File: config.mk
export PLATFORM = sky130hd
export DESIGN_NAME = ps2_scan_decoder
export DESIGN_NICKNAME = d
export VERILOG_FILES = /design/src/rtl/ps2_scan_decoder.sv
export SDC_FILE = /design/constraint.sdc
export NUM_CORES = 1
export LEC_CHECK = 0
export ABC_AREA = 0
export CORE_MARGIN = 4
export CORE_UTILIZATION = 57
export DETAILED_ROUTE_END_ITERATION = 8
export DONT_BUFFER_PORTS = 1
export GPL_TIMING_DRIVEN = 0
export HOLD_SLACK_MARGIN = 0.06
export PLACE_DENSITY = 0.84
export SETUP_SLACK_MARGIN = 0.1
export SLEW_MARGIN = 30
export SYNTH_ARGS = -nofsm -noshare
export SYNTH_HDL_FRONTEND = slang
export SYNTH_SLANG_ARGS = --single-unit
export TNS_END_PERCENT = 20
File: constraint.sdc
create_clock -name CLK -period 5.1 [get_ports CLK]
set_clock_uncertainty 0.2 [all_clocks]
set_input_delay 1.02 -clock CLK [delete_from_list [all_inputs] [get_ports CLK]]
set_output_delay 1.02 -clock CLK [all_outputs]
set_load 0.01 [all_outputs]
File: src/rtl/ps2_scan_decoder.sv
// Generic single-clock FIFO. The head entry is presented combinationally.
// Latency: a pushed entry is visible on pop_vld/pop_dat the cycle after the write.
// Backpressure: push_rdy is low only when full with no pop in the same cycle.
module sync_fifo #(
    parameter int W     = 10,
    parameter int DEPTH = 8
) (
    input  logic         core_clk,
    input  logic         arst_n,
    input  logic         push_vld,
    input  logic [W-1:0] push_dat,
    output logic         push_rdy,
    output logic         pop_vld,
    input  logic         pop_rdy,
    output logic [W-1:0] pop_dat
);
    localparam int AW = $clog2(DEPTH);

    logic [AW:0]  wptr, rptr;
    logic [W-1:0] mem [DEPTH];
    logic         full, empty, wr_en, rd_en;

    // The extra MSB tells full from empty when the index bits match.
    assign empty    = (wptr == rptr);
    assign full     = (wptr[AW] != rptr[AW]) && (wptr[AW-1:0] == rptr[AW-1:0]);
    assign rd_en    = pop_rdy & ~empty;
    assign push_rdy = ~full | rd_en;
    assign wr_en    = push_vld & push_rdy;
    assign pop_vld  = ~empty;
    assign pop_dat  = mem[rptr[AW-1:0]];

    always_ff @(posedge core_clk or negedge arst_n) begin
        if (!arst_n) begin
            wptr <= '0;
            rptr <= '0;
            for (int i = 0; i < DEPTH; i++) mem[i] <= '0;
        end else begin
            if (wr_en) begin
                mem[wptr[AW-1:0]] <= push_dat;
                wptr              <= wptr + (AW+1)'(1);
            end
            if (rd_en) rptr <= rptr + (AW+1)'(1);
        end
    end
endmodule

// PS/2 keyboard receiver: oversampled frame capture, E0/F0 folding, event FIFO.
// Latency: stop-bit strobe at N, event readable at N+2 when the FIFO was empty.
// Backpressure: RD_VALID/RD_READY; events arriving while full are dropped and flag OVERFLOW.
module ps2_scan_decoder #(
    parameter int FILTER_LEN     = 8,
    parameter int TIMEOUT_CYCLES = 50000,
    parameter int FIFO_DEPTH     = 8,
    parameter int MODE           = 0
) (
    input  logic       CLK,
    input  logic       RST_N,
    input  logic       PS2CLK,
    input  logic       PS2DATA,
    input  logic       RD_READY,
    output logic       RD_VALID,
    output logic [7:0] RD_CODE,
    output logic       RD_BREAK,
    output logic       RD_EXT,
    output logic [7:0] LAST_KEY,
    output logic       FRAME_ERR,
    output logic       OVERFLOW,
    input  logic       CLR_OVF
);
    localparam int FW  = $clog2(FILTER_LEN + 1);
    localparam int WDW = $clog2(TIMEOUT_CYCLES + 1);

    typedef struct packed {
        logic       ext;
        logic       brk;
        logic [7:0] code;
    } ps2_ev_t;

    typedef enum logic [1:0] {IDLE, RECV, CHECK} state_t;

    logic [1:0]     clk_sync, dat_sync;
    logic [FW-1:0]  flt_cnt;
    logic           clk_filt, clk_filt_d, strobe, dat_s;
    state_t         state, state_nxt;
    logic [3:0]     bit_cnt;
    logic [9:0]     shreg;
    logic [WDW-1:0] wd_cnt;
    logic           ext_pend, brk_pend;
    logic           err, is_e0, is_f0, ev_vld, push_vld, push_rdy, frame_ok;
    logic [7:0]     rx_byte;
    ps2_ev_t        ev_dat, head;

    assign dat_s   = dat_sync[1];
    assign strobe  = clk_filt_d & ~clk_filt;
    // shreg holds data[7:0], parity, stop once the stop bit has been shifted in.
    assign rx_byte = shreg[7:0];

    always_ff @(posedge CLK or negedge RST_N) begin
        if (!RST_N) begin
            clk_sync   <= 2'b11;
            dat_sync   <= 2'b11;
            flt_cnt    <= '0;
            clk_filt   <= 1'b1;
            clk_filt_d <= 1'b1;
        end else begin
            clk_sync   <= {clk_sync[0], PS2CLK};
            dat_sync   <= {dat_sync[0], PS2DATA};
            clk_filt_d <= clk_filt;
            if (clk_sync[1] == clk_filt) begin
                flt_cnt <= '0;
            end else if (flt_cnt == FW'(FILTER_LEN - 1)) begin
                clk_filt <= clk_sync[1];
                flt_cnt  <= '0;
            end else begin
                flt_cnt <= flt_cnt + FW'(1);
            end
        end
    end

    always_comb begin
        state_nxt = state;
        err       = 1'b0;
        is_e0     = 1'b0;
        is_f0     = 1'b0;
        ev_vld    = 1'b0;
        frame_ok  = (^shreg[8:0]) & shreg[9];
        case (state)
            IDLE: if (strobe && !dat_s) state_nxt = RECV;
            RECV: begin
                if (strobe) begin
                    if (bit_cnt == 4'd10) state_nxt = CHECK;
                end else if (wd_cnt == WDW'(TIMEOUT_CYCLES - 1)) begin
                    state_nxt = IDLE;
                    err       = 1'b1;
                end
            end
            CHECK: begin
                state_nxt = IDLE;
                if (!frame_ok)              err    = 1'b1;
                else if (rx_byte == 8'hE0)  is_e0  = 1'b1;
                else if (rx_byte == 8'hF0)  is_f0  = 1'b1;
                else                        ev_vld = 1'b1;
            end
            default: state_nxt = IDLE;
        endcase
    end

    assign ev_dat   = '{ext: ext_pend, brk: brk_pend, code: rx_byte};
    assign push_vld = ev_vld && ((MODE == 0) || (MODE == 1 && !brk_pend) ||
                                 (MODE == 2 && brk_pend));

    always_ff @(posedge CLK or negedge RST_N) begin
        if (!RST_N) begin
            state     <= IDLE;
            bit_cnt   <= '0;
            shreg     <= '0;
            wd_cnt    <= '0;
            ext_pend  <= 1'b0;
            brk_pend  <= 1'b0;
            LAST_KEY  <= '0;
            FRAME_ERR <= 1'b0;
            OVERFLOW  <= 1'b0;
        end else begin
            state     <= state_nxt;
            FRAME_ERR <= err;
            if (state == IDLE) bit_cnt <= 4'd1;
            if (state == RECV && strobe) begin
                shreg   <= {dat_s, shreg[9:1]};
                bit_cnt <= bit_cnt + 4'd1;
            end
            wd_cnt <= (state != RECV || strobe) ? '0 : wd_cnt + WDW'(1);
            if (err || ev_vld) begin
                ext_pend <= 1'b0;
                brk_pend <= 1'b0;
            end else begin
                if (is_e0) ext_pend <= 1'b1;
                if (is_f0) brk_pend <= 1'b1;
            end
            if (ev_vld && brk_pend) LAST_KEY <= rx_byte;
            // A drop in the same cycle as a clear leaves the flag set.
            if (push_vld && !push_rdy) OVERFLOW <= 1'b1;
            else if (CLR_OVF)          OVERFLOW <= 1'b0;
        end
    end

    sync_fifo #(.W($bits(ps2_ev_t)), .DEPTH(FIFO_DEPTH)) u_fifo (
        .core_clk (CLK),
        .arst_n   (RST_N),
        .push_vld (push_vld),
        .push_dat (ev_dat),
        .push_rdy (push_rdy),
        .pop_vld  (RD_VALID),
        .pop_rdy  (RD_READY),
        .pop_dat  (head)
    );

    assign RD_CODE  = head.code;
    assign RD_BREAK = head.brk;
    assign RD_EXT   = head.ext;
endmodule

* Yosys cells after proc, flatten, opt, wreduce, memory -nomap -nowiden
Index checks and enable logic that the tools add are counted.
** Cells by class
- Add/sub/neg operators :: 5
- Order comparisons :: 3
- Equal/unequal tests :: 15
- Muxes and demuxes :: 37
- Bitwise gates (word level) :: 11
- Reduce and logical (&&, ||, !) cells :: 18
** Operators by type and width (number)
- bitwise mux 80 bit :: 1
- binary-select mux 10 bit (select 3 bit) :: 1
- demux 10 bit (select 3 bit) :: 1
- 2-to-1 mux 10 bit :: 3
- 2-to-1 mux 1 bit :: 20
- adder 16 x 1 -> 16 bit (second input constant) :: 1
- adder 4 x 1 -> 4 bit (second input constant) :: 4
- equality test 16 bit (second input constant) :: 1
- equality test 8 bit (second input constant) :: 2
- 2-to-1 mux 16 bit :: 1
- 2-to-1 mux 4 bit :: 4
- XOR reduction 9 bit :: 1
- greater-or-equal comparator 4 bit (second input constant) :: 2
- 2-to-1 mux 2 bit :: 4
- inverter 3 -> 4 bit :: 2
- nonzero test 2 bit :: 4
- logical AND 1 bit :: 6
- inequality test 3 bit (second input constant) :: 2
- AND 1 bit :: 4
- equality test 4 x 3 -> 1 bit (second input constant) :: 1
- equality test 4 bit :: 1
- equality test 4 bit (second input constant) :: 1
- less-than comparator 4 x 1 -> 1 bit (second input constant) :: 1
- inverter 1 bit :: 4
- other kinds (15) :: 17
** Storage, ports and cells
- Register bits after elaboration :: 142
- Input port bits :: 6
- Output and inout port bits :: 21
- Logic and storage cells :: 113

* Longest topological paths before layout
Gate-level depths: netlist of the first run.
- Depth in word-level cells :: 7
- Gate-level depth with buffers :: 10
- Depth with buffers taken out :: 7

* Hierarchy
From an unflattened synthesis of the first run, not the netlist that was laid out.
** Unflattened totals
- Cells, all modules :: 492
- Area, all modules :: 6682.7 µm²
** By module, submodules not included
- sync_fifo :: times used 1, cells an instance 258, area each 4134.0 µm², sequential area each 2202.1 µm²
- ps2_scan_decoder :: times used 1, cells an instance 234, area each 2548.7 µm², sequential area each 1358.8 µm²

* Worst setup path after synthesis of the first run
OpenSTA, ideal clock, no wires.
- Path kind :: register to output
- Start :: register u_fifo.rptr[0]
- End :: output RD_CODE[2]
- Data arrival time :: 1.698 ns
- Data required time :: 3.880 ns
- Path slack :: 2.182 ns
- Stages on the path, launching flop included :: 5
- Buffers on the path :: 2
- Cells stage by stage :: dfrtp_1 -> clkbuf_1 -> buf_2 -> mux4_2 -> mux2_2
** On the way
- Longest elaborated chain between the ends :: 4
** Ends and longest elaborated chain
- start: declaration :: line 19 : logic [AW:0] wptr, rptr;
- start signal: assignment :: line 42 : if (rd_en) rptr <= rptr + (AW+1)'(1);
- inverter 3 -> 4 bit (not written as such) :: line 30 : assign pop_dat = mem[rptr[AW-1:0]];
- binary-select mux 10 bit (select 3 bit) :: line 30
- 2-to-1 mux 10 bit (not written as such) (2 in series) :: line 30
- end: declaration :: line 62 : output logic [7:0] RD_CODE,
No other way between the ends. The select of a mux whose other input is x is not followed.

* Worst setup path in the final report of the first run
- Start :: register u_fifo.rptr[0]
- End :: output RD_CODE[7]
The elaborated chain is that of the path after synthesis.

==> results of run 1 <==
-- per-layer routing --
layer,share of wire,GRT usage,vias to the layer above
met5,0,0,-
met4,0.021,0.07825,0
met3,0.044,0.05222,21
met2,0.54,0.3885,77
met1,0.40,0.2701,2050
li1,-,-,1764
-- metrics by stage --
stage          power, mW  setup WS, ns  cells  hold WS [ns]    util
3_5_place_dp       1.448         1.897    629        0.1470  0.5956
6_report           2.730         1.488    660       0.09094  0.6507
3_3_place_gp       1.431         1.937    629        0.1460  0.5956
4_1_cts            2.750         1.446    660       0.08623  0.6507
5_1_grt            2.839         1.353    660       0.07548  0.6507
2_1_floorplan      1.392         2.182    486        0.1452       -
-- layout make-up --
type | instances | area (um^2)
Fill cell | 808 | 3971
Sequential cell | 142 | 3561
Multi-Input combinational cell | 305 | 2863
Clock buffer | 18 | 439.2
Clock inverter | 13 | 187.7
Tap cell | 143 | 178.9
Buffer | 25 | 116.4
Inverter | 14 | 52.55
-- cell usage after synthesis, types with 2 or more instances --
cell type | number | share of area
a21oi_1 | 7 | 0.0053
a31oi_1 | 2 | 0.0019
and3_1 | 6 | 0.0057
buf_2 | 6 | 0.0046
buf_6 | 2 | 0.0034
clkbuf_1 | 17 | 0.0097
dfrtp_1 | 136 | 0.52
dfstp_2 | 6 | 0.024
ha_1 | 14 | 0.027
inv_1 | 14 | 0.0080
mux2_2 | 92 | 0.16
mux2_4 | 10 | 0.023
mux4_2 | 20 | 0.068
nand2_1 | 28 | 0.016
nand2_2 | 2 | 0.0019
nand3_1 | 15 | 0.011
nand3b_1 | 2 | 0.0023
nand4_1 | 3 | 0.0028
nand4_4 | 3 | 0.0097
nand4b_1 | 2 | 0.0027
nor2_1 | 31 | 0.018
nor2b_1 | 5 | 0.0047
nor3_1 | 7 | 0.0053
nor4bb_1 | 2 | 0.0030
o21ai_0 | 14 | 0.011
or2_2 | 2 | 0.0019
xnor2_1 | 16 | 0.021
xor2_1 | 12 | 0.016
-- worst max-delay path, stage by stage, from the launching register on --
cell	delay (ns)
dfrtp_1	0.35
clkbuf_1	0.28
buf_2	0.41
mux4_2	0.60
mux2_2	0.33
-- flip-flops by register name (all words and copies together), names as in the netlist, 2 cells and up --
name         flops
u_fifo.rptr      4
u_fifo.mem      80
state            2
flt_cnt          4
wd_cnt          16
bit_cnt          4
LAST_KEY         8
clk_sync         2
u_fifo.wptr      4
dat_sync         2
shreg           10
-- final timing paths --
| check | startpoint | end | cells after the start |
|---|---|---|---|
| worst max-delay path | u_fifo.rptr[0] | RD_CODE[7] | 4 |
| worst min-delay path | RST_N | u_fifo.rptr[3] | 0 |
| worst max register to register | shreg[0] | u_fifo.mem[47] | 9 |
| worst min register to register | dat_sync[0] | dat_sync[1] | 0 |
| max in group asynchronous | RST_N | dat_sync[1] | 0 |
| min in group CLK | dat_sync[0] | dat_sync[1] | 0 |
-- power by group through the flow --
stage               clock (mW)  combinational [mW]  sequential, mW
CTS                       1.32               0.213            1.22
global route              1.37               0.242            1.23
floorplan                    0               0.162            1.23
finish                    1.30               0.209            1.22
global placement             0               0.195            1.24
detailed placement           0               0.207            1.24
-- cell families (layout without fill, tap and decap cells) --
logic type / after synthesis / count (layout) / synth area share
AOI/OAI and AO/OA: 25 / 25 / 0.02031
xor gates and xnor gates: 29 / 29 / 0.04061
adders and majority gates: 14 / 14 / 0.02657
buffers and inverters: 39 / 70 / 0.02562
DFF: 142 / 142 / 0.5401
muxes: 122 / 122 / 0.2482
and+or+nand+nor: 115 / 115 / 0.09850
-- cells in the final DEF, fill, tap and decap left out, types with 15 or more instances in the layout --
cell type / count
xnor2_1: 16
clkbuf_16: 17
mux4_2: 20
clkbuf_1: 17
nor2_1: 31
dfrtp_1: 136
nand2_1: 28
mux2_2: 92
nand3_1: 15
==> summary.md, run 1 <==
| Metric | Value |
|---|---|
| Reg power frac | 0.447 |
| WS Path Type | reg2out |
| Syn-to-layout area delta | 12.22% |
| FP Rows | 39 |
| Max clock buf depth | 2 |
| Critical path peak fanout | 10 |
| Via count | approximately 3900 |
| Mapped Area | 0.006593 mm^2 |
| First-pass GRT wire length | 22170 um |
| Max Slew Vio Count | 0 |
| # hold bufs at CTS | 0 |
| Share of cells above drive strength 1 | 0.3443 |
| Largest net degree at the start of global routing | 143 |
| Clk sinks | 142 |
| GP Congestion | between 0.8 and 0.9 |
| Slew at the pin closest to its max-slew limit | 0.7973 ns |
| Yosys warns | 0 |
| Relative slew slack | 0.4685 |
| CTS Buf Count | 17 |
| DP Area | 0.006771 mm^2 |
| Final instance area | between 0.007 and 0.008 mm^2 |
| Initial antenna violation count | 0 |
| Psw | 0.6408 mW |
| Final setup TNS | 0 ns |
| Core area | between 0.01 and 0.015 mm^2 |
| Mapped Nets | around 510 |
| Synth cell types | 38 |
| Iter 0 DRT Violations | 239 |
| P_leak | 3.522 nW |
| Worst hold path type | in2async |
| Crit path DAT | 2.39 ns |
| Drt pass-1 iters | 4 |
| Switching Share | 0.2347 |
| Avg WL per Cell | a little over 20 um |
| Max frequency | ~280 MHz |
| Antenna Cells | 0 |
| Number of global-route vias before repair | a little over 4000 |
| Worst-Skew Late Latency | roughly 0.42 ns |
| I/O pin cnt | 27 |
| Sequential element share of the synthesized area | 0.5401 |
| Max Cap Violations | 0 |
| Worst Setup End Kind | primary output |
| Mean Syn Cell Area | 13.56 um^2 |
| H-tree levels | 4 |
| Yosys reg bits | 142 |
| Final #Nets | 525 |
| DIE WIDTH | 115.5 um |
| Clock root buffer | clkbuf_16 |
| Peak supply drop | 0.0003901 V |
| Fin crit share | 0.7083 |
| Required @ worst endpoint | 3.88 ns |
| Starting Density | 0.5798 |
| All-Layer GR Usage | 0.2219 |
| Clk slew on worst S/H paths | 0.06 ns |
| CTS tree | done |
| R2R setup slack | 2.02 ns |
| RSZ-0062 raised after global routing | false |
| Drt drc | 0 |
| Pwr dens | between 300 and 400 mW/mm^2 |
| Wirelength, routed | 13370 um |
| DIE HEIGHT | 115.5 um |
| Mapped Cells | ~490 |
| Vias per inst | 5.927 |
| Finish-stage setup viols | 0 |
| Final Hold Viols | 0 |
| Internal | between 2 and 2.5 mW |
| Remaining Overflow, GRT | 0 |
| Post-CTS setup buffers | 0 |
| Final ANT Viol Nets | 0 |
| Die area | about 0.013 mm^2 |
| Startpoint Class | register |
| Outcome | completed |
| Post_cts resized | 0 |
| Port Buffers | 0 |
| Clock Power Share | 0.476 |
| DP HPWL | 8192 um |
| Comb power frac | 0.077 |
| Async set or reset register ratio after synthesis | 1.000 |
| Min cycle time layout | 3.612 ns |
| Number of flops mapped to enable cells by yosys | 0 |
| Main flop type after synthesis | dfrtp_1 |
No activity file was read; power rests on OpenSTA's default activity.
==> run 2, diff against run 1 <==
- PLACE_DENSITY: 0.84 -> 0.87
- clock period: 5.1 -> 2.96 ns (I/O delays scaled with it)
==> run 2 against run 1 <==
  * Largest power group is now sequential cells
  * Worst setup slack got worse by 1.4 ns
  * Critical endpoint is now u_fifo.mem[34]
  * The flow now finishes with violations (hold timing)
  * Sequential share of layout area is 0.15 points lower
  * Cell count up 0.76%
  * Highest routed layer unchanged
==> summary.md, run 2 (same netlist as run 1, synthesis figures left out) <==
| Metric | Value |
|---|---|
| Outcome | finished, violations left |
| Failing checks | hold timing |
| Required @ worst endpoint | 3.05 ns (-0.83 ns) |
| DP HPWL | 8326 um (+1.6%) |
| Pre-CTS setup slack | -0.1205 ns (-2.018 ns) |
| Drt pass-1 iters | 6 (+2) |
| Worst hold slack | -0.3261 ns (-0.4170 ns) |
| Clk slew on worst S/H paths | 0.06 ns (about the same) |
| Antenna Cells | 0 (unchanged) |
| Worst Setup End Kind | register |
| Iter 0 DRT Violations | 249 (+4.2%) |
| Pwr dens | 610.6 mW/mm^2 (+65%) |
| Max frequency | 352.0 MHz |
| Port Buffers | 0 (unchanged) |
| Clock root buffer | clkbuf_16 |
| Avg WL per Cell | 19.18 um (-5.3%) |
| Share of cells above drive strength 1 | 0.3525 (+0.008196) |
| Remaining Overflow, GRT | 0 (unchanged) |
| Final Util | 0.6530 (+0.002311) |
| Crit path DAT | 2.93 ns (+0.54 ns) |
| Core area | 0.01137 mm^2 (unchanged) |
| Critical path peak fanout | 10 (unchanged) |
| Final Hold Viols | 142 (+142) |
| RSZ-0062 raised after global routing | true |
| Final WS setup | 0.1192 ns (-1.368 ns) |
| FILL cells | 792 (-2.0%) |
| Starting Density | 0.5798 (unchanged) |
| Wirelength, routed | 12760 um (-4.6%) |
| CTS tree | done |
| Min cycle time layout | around 2.8 ns |
| Vias per inst | 5.850 (-1.3%) |
| Final #Nets | 529 (+0.76%) |
| Relative slew slack | 0.4974 (+0.02896) |
| Max Slew Vio Count | 0 (unchanged) |
| Drt drc | 0 (unchanged) |
| Non-Filler Instances | 665 (+0.76%) |
| Slew at the pin closest to its max-slew limit | 0.7539 ns (-0.04344 ns) |
| DIE WIDTH | 115.5 um (unchanged) |
| Initial antenna violation count | 0 (unchanged) |
| DIE HEIGHT | 115.5 um (unchanged) |
| FP Rows | 39 (unchanged) |
| Largest net degree at the start of global routing | 143 (unchanged) |
| CTS Buf Count | 17 (unchanged) |
| Largest registers | u_fifo.mem: 80 flops, wd_cnt: 16 flops, shreg: 10 flops |
| Via count | 3890 (-0.56%) |
| Final ANT Viol Nets | 0 (unchanged) |
| Finish-stage setup viols | 0 (unchanged) |
| Largest Register | u_fifo.mem |
| P_leak | 3.542 nW (+0.57%) |
| H-tree levels | 4 (unchanged) |
| Max reg flops | 80 (unchanged) |
| Multi-input gate area in the final layout | 0.002863 mm^2 (unchanged) |
| GP Congestion | 0.7744 (-7.9%) |
| Most common cell after layout, fill and taps aside | dfrtp_1 |
| First-pass GRT wire length | 20860 um (-5.9%) |
| Max Cap Violations | 0 (unchanged) |
| Clk sinks | 142 (unchanged) |
| Startpoint Class | register |
| Number of global-route vias before repair | 4155 (+0.096%) |
| # hold bufs at CTS | 2 (+2) |
| Peak supply drop | 0.0006407 V (+64%) |
| Dpl cells | 629 (unchanged) |
| All-Layer GR Usage | 0.2060 (-0.01593) |
| Most frequent cells in the layout | 135 x dfrtp_1, 92 x mux2_2, 31 x nor2_1, 28 x nand2_1, 20 x mux4_2 |
| FF+latch area | 0.003562 mm^2 (about the same) |
| I/O pin cnt | 27 (unchanged) |
| Die area | 0.01335 mm^2 (unchanged) |
| WS Path Type | reg2reg |
| Worst-Skew Late Latency | 0.41 ns (about the same) |
| Syn-to-layout area delta | 12.62% |
| Worst hold path type | in2async |
| Max clock buf depth | 2 (unchanged) |
| Fin crit share | 0.9597 |
[run 2: layout make-up]
type,count,area share
Sequential cell,142,0.4798
Multi-Input combinational cell,305,0.3856
Clock buffer,22,0.06387
Tap cell,143,0.02410
Buffer,24,0.01871
Clock inverter,10,0.01517
Inverter,14,0.007078
Timing Repair Buffer,5,0.005730
[run 2: routing by layer]
metal / vias to the layer above / GRT usage / share of wire
li1: 1779 / - / -
met1: 2017 / 0.2555 / 0.42
met4: 0 / 0.05634 / 0.013
met3: 18 / 0.06214 / 0.041
met5: - / 0 / 0
met2: 76 / 0.3534 / 0.52
[run 2: what timing repair did]
action                                 CTS  global route
setup endpoints to repair               97            69
resized for setup                       11             0
pin swaps                                0             1
endpoints found under the hold margin  144           142
setup buffers                            2             1
[run 2: power by group]
group          switching, mW  total, mW  internal (mW)
Combinational          0.218      0.357          0.138
Sequential            0.0698       2.10           2.03
Clock                  0.770       2.07           1.30
Total                   1.06       4.53           3.47
[run 2: final timing paths]
| check | from | endpoint | slack [ns] | cells past startpoint |
|---|---|---|---|---|
| setup / recovery | shreg[4] | u_fifo.mem[34] | 0.12 | 9 |
| hold reg to reg | dat_sync[0] | dat_sync[1] | 0.16 | 0 |
| hold / removal | RST_N | OVERFLOW | -0.33 | 0 |
| max in group asynchronous | RST_N | clk_sync[1] | 2.62 | 0 |
| setup reg to reg | shreg[4] | u_fifo.mem[34] | 0.12 | 9 |
| min in group CLK | CLR_OVF | OVERFLOW | 0.10 | 1 |
[run 2: metrics by stage]
step / cell area, um^2 / TNS, ns / hold WS (ns) / power (mW)
2_1_floorplan: 6593 / 0 / 0.09641 / 2.398
3_3_place_gp: 6771 / 0 / 0.1004 / 2.466
3_5_place_dp: 6771 / -2.837 / 0.09997 / 2.493
4_1_cts: 7417 / 0 / -0.3398 / 4.568
5_1_grt: 7425 / 0 / -0.3484 / 4.724
6_report: 7425 / 0 / -0.3261 / 4.533
[run 2: worst max-delay path: stages (launching register included)]
cell      delay, ns
dfrtp_1        0.38
inv_1          0.07
ha_1           0.31
xnor3_1        0.35
xnor2_1        0.36
nor3_4         0.12
buf_4          0.16
nand4b_1       0.08
buf_2          0.31
mux2_2         0.38
==> run 3, diff against run 2 <==
- CORE_UTILIZATION: 57 -> 30
- PLACE_DENSITY: 0.87 -> 0.57
==> run 3 against run 2 <==
  * The run still ends with hold timing left
  * Routed wire length increased by 9.9%
  * Clock power decreased by 4%
  * Sequential share of layout area decreased by 1.2 points
  * Critical path type is now reg2out
  * Largest cell class unchanged
  * Largest power group unchanged
==> summary.md, run 3 (same netlist as run 1, synthesis figures left out) <==
| Metric | Value |
|---|---|
| Outcome | finished, violations left |
| Failing checks | hold timing |
| Worst hold slack | -0.3302 ns (-0.004150 ns) |
| Core area | 0.02129 mm^2 (+87%) |
| Reg-to-Reg Start | shreg[6] |
| Iter 0 DRT Violations | 140 (-44%) |
| Clock root buffer | clkbuf_16 |
| Tot Pwr | 4.449 mW (-1.9%) |
| RSZ-0062 raised after global routing | true |
| Final setup TNS | 0 ns (unchanged) |
| CP bufs+invs | 2 (-1) |
| Starting Density | 0.3097 (-0.2701) |
| Clk slew on worst S/H paths | 0.06 ns (about the same) |
| Non-Filler Instances | 797 (+20%) |
| DIE WIDTH | 156.2 um (+35%) |
| All-Layer GR Usage | 0.1175 (-0.08849) |
| Max reg flops | 80 (unchanged) |
| Max Slew Vio Count | 0 (unchanged) |
| Crit path DAT | 2.02 ns (-0.91 ns) |
| WS Path Type | reg2out |
| CP max stage cell | mux4_2 |
| Fin crit share | 0.9507 (-0.008969) |
| # hold bufs at CTS | 2 (unchanged) |
| Pwr dens | 584.0 mW/mm^2 (-4.4%) |
| FF+latch area | 0.003562 mm^2 (unchanged) |
| Antenna Cells | 0 (unchanged) |
| Crit-path leading delay family | multiplexers |
| Most common cell after layout, fill and taps aside | dfrtp_1 |
| Port Buffers | 0 (unchanged) |
| Drt pass-1 iters | 4 (-2) |
| Avg WL per Cell | 17.59 um (-8.3%) |
| GP Congestion | 0.7588 (-2.0%) |
| DP HPWL | 8924 um (+7.2%) |
| Crit path launch | u_fifo.rptr[0] |
| Peak supply drop | 0.0004168 V (-35%) |
| Largest Register | u_fifo.mem |
| Final Hold Viols | 142 (unchanged) |
| Required @ worst endpoint | 2.17 ns (-0.88 ns) |
| FILL cells | 2006 (+150%) |
| Crit-path cells | clkbuf_4 > buf_12 > mux4_2 > mux2_2 |
| CTS tree | done |
| Max frequency | 355.3 MHz (+0.94%) |
| Syn-to-layout area delta | 15.56% |
| Critical path peak fanout | 10 (unchanged) |
| Startpoint Class | register |
| Max Cap Violations | 0 (unchanged) |
| Most frequent cells in the layout | 135 x dfrtp_1, 92 x mux2_2, 31 x nor2_1, 28 x nand2_1, 20 x mux4_2 |
| Slew at the pin closest to its max-slew limit | 0.6537 ns (-0.1002 ns) |
| Largest net degree at the start of global routing | 143 (unchanged) |
| Die area | 0.02441 mm^2 (+83%) |
| Final #Nets | 530 (+0.19%) |
| Max clock buf depth | 2 (unchanged) |
| Reg power frac | 0.473 (+0.009) |
| Final Util | 0.3579 (-0.2951) |
| Number of global-route vias before repair | 4140 (-0.36%) |
| CTS Buf Count | 17 (unchanged) |
| Psw | 1.063 mW (+0.41%) |
| Finish-stage setup viols | 0 (unchanged) |
| Worst hold path type | in2async |
| Internal | 3.386 mW (-2.5%) |
| I/O pin cnt | 27 (unchanged) |
| Clk sinks | 142 (unchanged) |
| Drt drc | 0 (unchanged) |
| Worst Setup End Kind | primary output |
| Share of cells above drive strength 1 | 0.3525 (unchanged) |
| Initial antenna violation count | 0 (unchanged) |
| Remaining Overflow, GRT | 0 (unchanged) |
| Worst-Skew Late Latency | 0.41 ns (about the same) |
| Via count | 3841 (-1.3%) |
| Vias per inst | 4.819 (-18%) |
| H-tree levels | 4 (unchanged) |
| DIE HEIGHT | 156.2 um (+35%) |
| P_leak | 3.531 nW (-0.30%) |
| CP max stage delay | 0.52 ns (+0.14 ns) |
| FP Rows | 53 (+36%) |
| Wirelength, routed | 14020 um (+9.9%) |
| First-pass GRT wire length | 22110 um (+6.0%) |
| Comb power frac | 0.083 (+0.004) |
| Switching Share | 0.2389 (+0.005384) |
| Dpl cells | 761 (+21%) |
| Multi-input gate area in the final layout | 0.002918 mm^2 (+1.9%) |
| Largest registers | u_fifo.mem: 80 flops, wd_cnt: 16 flops, shreg: 10 flops |
| Relative slew slack | 0.5626 (+0.06517) |
| Min cycle time layout | 2.814 ns (-0.02655 ns) |
| Final ANT Viol Nets | 0 (unchanged) |
| Clock Power Share | 0.445 (-0.012) |
-- run 3: cell count changes in the layout (fill, tap and decap cells not counted) --
| cell | previous run | this run |
|---|---|---|
| nand2_2 | 2 | 1 |
| clkbuf_2 | 2 | 3 |
| clkbuf_1 | 15 | 16 |
| buf_12 | 0 | 3 |
| clkinvlp_4 | 2 | 1 |
| buf_8 | 2 | 0 |
| bufinv_16 | 2 | 1 |
| clkinv_4 | 2 | 0 |
| nand4_4 | 3 | 5 |
| clkinv_2 | 4 | 5 |
| buf_4 | 3 | 1 |
| xnor2_2 | 0 | 1 |
| nand2_4 | 0 | 1 |
| xnor2_1 | 16 | 15 |
-- run 3: power by group through the flow --
stage	sequential [mW]	combinational [mW]	clock (mW)
floorplan	2.12	0.279	0
global placement	2.13	0.346	0
detailed placement	2.14	0.359	0
CTS	2.10	0.368	2.04
global route	2.11	0.426	2.12
finish	2.10	0.367	1.98
-- run 3: timing repair --
action / 4_1_cts / 5_1_grt
buffers inserted: 2 / 0
pin swaps: 0 / 1
hold endpoints to repair: 144 / 142
cloned: 0 / 2
setup endpoints to repair: 97 / 97
gates resized for setup: 13 / 5
-- run 3: path summary, 6_finish.rpt --
kind / to / slack [ns] / depth (start not counted)
worst max register to register: u_fifo.mem[71] / 0.17 / 8
worst min register to register: dat_sync[1] / 0.15 / 0
worst max-delay path: RD_CODE[0] / 0.15 / 4
max in group asynchronous: clk_sync[1] / 2.64 / 0
min in group CLK: OVERFLOW / 0.08 / 1
worst min-delay path: u_fifo.rptr[0] / -0.33 / 0
-- run 3: through the flow --
step | setup WS (ns) | area (um^2)
6_report | 0.1458 | 7619
5_1_grt | 0.05042 | 7619
4_1_cts | 0.05806 | 7562
3_5_place_dp | -0.07981 | 6937
3_3_place_gp | 0.01645 | 6937
2_1_floorplan | 0.4190 | 6593
-- run 3: per-layer routing --
metal	vias to the layer above	GRT usage	routed length, um
met5	-	0	0
met3	13	0.03733	454
met2	36	0.1971	7091
met1	2017	0.1466	6320
li1	1775	-	-
met4	0	0.03264	155
-- run 3: cell type report --
cell class,instances,area share
inverter,14,0.006898
clock inverter,7,0.008212
sequential,142,0.4676
multi-input combinational,307,0.3830
timing repair buffer,4,0.006241
buffer,24,0.01971
tap,275,0.04516
clock buffer,24,0.06323
